`config.mk`:
```
export PLATFORM = sky130hd
export DESIGN_NAME = fifo_wr_arbiter
export DESIGN_NICKNAME = d
export VERILOG_FILES = /design/src/rtl/fifo_arb_pkg.sv /design/src/rtl/rr_priority_pick.sv /design/src/rtl/fifo_wr_arbiter.sv
export SDC_FILE = /design/constraint.sdc
export NUM_CORES = 1
export LEC_CHECK = 0
export BUFFER_PORTS_ARGS = -buffer_cell sky130_fd_sc_hd__buf_2
export CORE_ASPECT_RATIO = 2
export CORE_MARGIN = 2
export CORE_UTILIZATION = 40
export CTS_CLUSTER_SIZE = 12
export DETAILED_ROUTE_END_ITERATION = 12
export PLACE_DENSITY = 0.8
export SYNTH_ARGS = -nofsm -noshare
export SYNTH_HDL_FRONTEND = slang
export SYNTH_SLANG_ARGS = --single-unit
```
`constraint.sdc`:
```
create_clock -name clk -period 2.18 [get_ports clk]
set_clock_uncertainty 0.1 [all_clocks]
set_input_delay 0.218 -clock clk [delete_from_list [all_inputs] [get_ports clk]]
set_output_delay 0.218 -clock clk [all_outputs]
set_load 0.02 [all_outputs]
```
`src/rtl/fifo_arb_pkg.sv`:
```
// rtl/fifo_arb_pkg.sv - shared types and round-robin helper for the FIFO write arbiter
package fifo_arb_pkg;

  typedef enum logic {
    IDLE  = 1'b0,
    GRANT = 1'b1
  } arb_state_t;

  localparam int MAX_REQ = 8;

  // Reference round-robin pick: first set bit searching ptr, ptr+1, ... mod num_req.
  function automatic logic [2:0] rr_pick(input logic [MAX_REQ-1:0] valid,
                                         input logic [2:0]         ptr,
                                         input int                 num_req);
    logic [2:0] pick;
    logic [3:0] pos;
    pick = ptr;
    for (int k = MAX_REQ - 1; k >= 0; k--) begin
      if (k < num_req) begin
        pos = {1'b0, ptr} + 4'(k);
        if (pos >= 4'(num_req)) pos = pos - 4'(num_req);
        if (valid[pos[2:0]]) pick = pos[2:0];
      end
    end
    return pick;
  endfunction

endpackage

```
`src/rtl/rr_priority_pick.sv`:
```
// rtl/rr_priority_pick.sv - combinational rotate / find-first / unrotate priority picker
module rr_priority_pick #(
  parameter int NUM_REQ = 4,
  parameter int IDX_W   = $clog2(NUM_REQ)
) (
  input  logic [NUM_REQ-1:0] valid,
  input  logic [IDX_W-1:0]   ptr,
  output logic               any_valid,
  output logic [IDX_W-1:0]   idx
);

  logic [NUM_REQ-1:0] rot;
  logic [IDX_W-1:0]   off;
  logic [IDX_W:0]     sum;

  assign any_valid = |valid;

  always_comb begin
    rot = NUM_REQ'({valid, valid} >> ptr);
    off = '0;
    for (int i = NUM_REQ - 1; i >= 0; i--) begin
      if (rot[i]) off = IDX_W'(i);
    end
    // Offset back into absolute index space, modulo NUM_REQ (need not be a power of two).
    sum = {1'b0, ptr} + {1'b0, off};
    if (sum >= (IDX_W + 1)'(NUM_REQ)) sum = sum - (IDX_W + 1)'(NUM_REQ);
    idx = sum[IDX_W-1:0];
  end

endmodule

```
`src/rtl/fifo_wr_arbiter.sv`:
```
// rtl/fifo_wr_arbiter.sv - round-robin burst arbiter sharing one FIFO write port among producers
module fifo_wr_arbiter
  import fifo_arb_pkg::*;
#(
  parameter int NUM_REQ    = 4,
  parameter int DATA_WIDTH = 8,
  parameter int MAX_BURST  = 4
) (
  input  logic                          clk,
  input  logic                          rst,
  input  logic [NUM_REQ-1:0]            req_valid,
  input  logic [NUM_REQ*DATA_WIDTH-1:0] req_data,
  input  logic [NUM_REQ-1:0]            req_last,
  output logic [NUM_REQ-1:0]            req_ready,
  input  logic                          fifo_full,
  output logic                          fifo_w_en,
  output logic [DATA_WIDTH-1:0]         fifo_data_in,
  output logic                          grant_active,
  output logic [$clog2(NUM_REQ)-1:0]    grant_id,
  output logic [3:0]                    beat_cnt
);

  localparam int IDX_W = $clog2(NUM_REQ);

  arb_state_t             state, next_state;
  logic [IDX_W-1:0]       rr_ptr;
  logic [IDX_W-1:0]       pick_idx;
  logic [IDX_W-1:0]       next_ptr;
  logic                   pick_any;
  logic                   owner_valid;
  logic                   owner_last;
  logic [DATA_WIDTH-1:0]  owner_data;
  logic                   burst_done;

  rr_priority_pick #(
    .NUM_REQ (NUM_REQ),
    .IDX_W   (IDX_W)
  ) u_pick (
    .valid     (req_valid),
    .ptr       (rr_ptr),
    .any_valid (pick_any),
    .idx       (pick_idx)
  );

  always_comb begin
    owner_valid = 1'b0;
    owner_last  = 1'b0;
    owner_data  = '0;
    for (int i = 0; i < NUM_REQ; i++) begin
      if (grant_id == IDX_W'(i)) begin
        owner_valid = req_valid[i];
        owner_last  = req_last[i];
        owner_data  = req_data[i*DATA_WIDTH +: DATA_WIDTH];
      end
    end
  end

  assign next_ptr     = (grant_id == IDX_W'(NUM_REQ - 1)) ? '0 : grant_id + 1'b1;
  assign grant_active = (state == GRANT);

  always_comb begin
    next_state   = state;
    req_ready    = '0;
    fifo_w_en    = 1'b0;
    fifo_data_in = '0;
    burst_done   = 1'b0;
    case (state)
      IDLE: begin
        if (pick_any) next_state = GRANT;
      end
      GRANT: begin
        for (int i = 0; i < NUM_REQ; i++) begin
          req_ready[i] = (grant_id == IDX_W'(i)) & ~fifo_full;
        end
        fifo_w_en    = owner_valid & ~fifo_full;
        fifo_data_in = owner_data;
        burst_done   = owner_last | (beat_cnt + 4'd1 == 4'(MAX_BURST));
        if (fifo_w_en && burst_done) next_state = IDLE;
      end
      default: next_state = IDLE;
    endcase
    // Reset must never leak a write or a handshake, even before the edge.
    if (rst) begin
      req_ready    = '0;
      fifo_w_en    = 1'b0;
      fifo_data_in = '0;
    end
  end

  always_ff @(posedge clk) begin
    if (rst) begin
      state    <= IDLE;
      grant_id <= '0;
      rr_ptr   <= '0;
      beat_cnt <= '0;
    end else begin
      state <= next_state;
      if (state == IDLE && pick_any) begin
        grant_id <= pick_idx;
        beat_cnt <= '0;
      end else if (fifo_w_en) begin
        if (burst_done) begin
          rr_ptr   <= next_ptr;
          beat_cnt <= '0;
        end else begin
          beat_cnt <= beat_cnt + 4'd1;
        end
      end
    end
  end

endmodule

```
==> results.py <==
metrics = {
    "clocking": {
        "cts_max_path_buffers": 2,
        "htree_levels": 1,
        "clock_latency_ps": 230,
        "clk_pin_slew_ps": 40,
        "post_cts_buffers": 0,
        "clock-sinks": 9,
        "cts_buffers": 3,
        "root_buffer": "clkbuf_8",
        "cts_tree": "built",
        "postCtsHoldBufs": 0,
    },
    "worst_setup_path": {
        "critPathRequiredTime_ps": 1860,
        "critPathKind": "flop to output port",
        "cp_max_fo": 9,
        "worstSetupEndpointType": "output port",
        "crit_chain": "ha_2 -> a211oi_1 -> a211o_2 -> nor3_2 -> buf_2",
        "cp_data_arrival_time_ps": 1820,
        "slowest_delay_ps": 400,
        "cp_slowest_cell": "dfxtp_2",
        "startpoint_type": "flop",
    },
    "global_route": {
        "grt_overflow": 0,
        "antenna_found_initial": 0,
        "grt_max_degree": 15,
        "grt_util_all_layers_pct": 18.5,
        "grt_pass1_wl_um": 5340,
        "first_global_vias": 1194,
    },
    "logic_synthesis": {
        "ys_warn_count": 0,
        "synthArstFlopShare_pct": 0,
        "synth_top_area_share_pct": 14.5,
        "synth_top_cells_by_area": "dfxtp_1 15%, a211o_1 6.3%, ha_1 6.0%",
        "yosysSeqAreaShare_pct": 14.5,
        "synth.most_common_cell": "a21oi_1",
        "synth-seq-cells": 9,
        "syn-num-nets": 202,
        "synth_edf_count": 0,
        "ys_top_cells_by_count": "13 x a21oi_1, 12 x inv_1, 11 x nand2_1",
        "synth_cell_types": 57,
        "syn_inst": 153,
        "postSynthAreaPerCell_um2": 8.12,
        "synthFlopType": "dfxtp_1",
        "synth.cell_area_um2": 1240,
        "synth_top_area_cell": "dfxtp_1",
    },
    "drt": {
        "ant_nets": 0,
        "num_vias": 1384,
        "wl_per_cell_um": 13.7,
        "remaining_drc_errors": 0,
        "firstDrtPassIters": 4,
        "drt_iter0_drc": 31,
        "routed_via_density": 5.67,
        "routed_wl_um": 3350,
    },
    "timing": {
        "fin_crit_sh_pct": 98.0,
        "final.setup.tns_ps": 0,
        "final_max_slew_viol_count": 0,
        "timing.fmax_ghz": 0.468,
        "worst_pin_slew_ps": 530,
        "whs_ps": 152,
        "setup_ws_ps": 43.4,
        "setup_viol": 0,
        "rsz0062_at_grt": "true",
        "slew_headroom_pct": 64.5,
        "layout_min_cycle_time_ps": 2140,
        "final_hold_viol_count": 0,
    },
    "final_layout": {
        "fin_util_pct": 56.5,
        "fin_nets": 264,
        "drive_above_1_share_pct": 50.9,
        "diodes": 0,
        "area.growth.synth_to_final_pct": 35.4,
        "fin_cells": 244,
        "nFillCells": 288,
    },
    "floorplan": {
        "die_area_um2": 3600,
        "coreArea_um2": 2980,
        "rows": 28,
        "ios": 63,
        "start_util_pct": 41.7,
        "die_w_um": 43.4,
        "die_y_um": 82.8,
    },
    "placed_design": {
        "dp_cells": 240,
        "gp_congestion": 0.875,
        "hpwl_um": 2740,
        "pre_cts_ws_ps": 63.4,
        "io_buffers": 62,
    },
    "pwr": {
        "power_frac_clock_pct": 25.2,
        "peakVddDrop_mv": 0.324,
        "p_int_uw": 477,
        "p_leak_nw": 0.803,
        "power_density_nw_per_um2": 445,
        "seqPwrFrac_pct": 25.0,
        "combPwrFrac_pct": 49.8,
        "p_sw_share_pct": 36.3,
        "p_sw_uw": 272,
    },
    "flow_run": {
        "drv_cap": 0,
    },
    "min_path": {
        "hold_class": "input port to flop",
    },
    "run_status": {
        "status": "finished, final reports clean",
    },
}
-- flip-flops by register name (all words and copies together) (netlist names) --
| name | count |
|---|---|
| beat_cnt | 4 |
| grant_active | 1 |
| grant_id | 2 |
| rr_ptr | 2 |
-- placed cells by master, fill, tap and decap left out, types with 4 or more instances in the layout --
cell type | Yosys | routed
inv_1 | 12 | 10
buf_4 | 2 | 14
and2b_2 | 5 | 4
dfxtp_1 | 9 | 7
a211o_1 | 9 | 9
nand2_1 | 11 | 11
buf_2 | 3 | 55
a21oi_2 | 0 | 7
nor2_1 | 8 | 8
a21oi_1 | 13 | 6
o211ai_1 | 4 | 4
a221oi_1 | 8 | 6
nor3b_1 | 4 | 4
-- area by class of cell --
type / count / area [µm²] / share of cell area, %
multi-input combinational: 120 / 990 / 58.8
timing repair buffer: 69 / 380 / 22.6
sequential: 9 / 185 / 11.0
clock buffer: 4 / 45.0 / 2.68
inverter: 12 / 45.0 / 2.68
tap: 30 / 37.5 / 2.23
-- power groups by stage --
stage / sequential (mW) / combinational (mW) / clock, mW
detailed placement: 0.187 / 0.347 / 0
CTS: 0.185 / 0.356 / 0.195
floorplan: 0.191 / 0.248 / 0
global route: 0.189 / 0.404 / 0.203
global placement: 0.186 / 0.344 / 0
finish: 0.187 / 0.373 / 0.189
-- layer usage --
metal,vias to the layer above,routed length [µm],global-route usage [%]
met5,-,0,0
met4,0,31,5.51
met3,4,193,2.83
met2,48,1800,35.8
met1,622,1330,18.7
li1,710,-,-
-- critical path, delay by kind of cell, from the launching register on --
kind                     cells  cell delay (ps)
adder cells (fa/ha/maj)      1              300
AO/OA/AOI/OAI                2              500
AND/OR/NAND/NOR              1              190
flip-flops                   1              400
buffers and inverters        1              210
-- worst paths after layout --
check	startpoint	end	slack [ps]	depth (start not counted)
worst max-delay path	grant_id[0]	fifo_w_en	40	5
worst min-delay path	rst	grant_id[1]	150	2
worst max register to register	grant_id[0]	rr_ptr[1]	160	5
worst min register to register	beat_cnt[1]	beat_cnt[1]	410	2
-- stage by stage --
| stage | cell area (µm²) | power (mW) |
|---|---|---|
| floorplan | 1270 | 0.439 |
| global placement | 1560 | 0.530 |
| detailed placement | 1560 | 0.534 |
| CTS | 1630 | 0.736 |
| global route | 1680 | 0.797 |
| finish | 1680 | 0.749 |
-- what timing repair did --
item / CTS / global route
setup endpoints to repair: 9 / 9
pin swaps: 0 / 7
hold endpoints to repair: 0 / 0
resized for setup: 10 / 12
-- cells by family after synthesis --
kind of cell	count (synthesis)	share of synthesized area [%]
AND/OR/NAND/NOR	54	28.2
multiplexers	2	1.81
AO/OA/AOI/OAI	58	37.2
flip-flops	9	14.5
adder cells (fa/ha/maj)	6	6.04
buffers and inverters	24	12.3
Power figures use the tool's default switching activity.
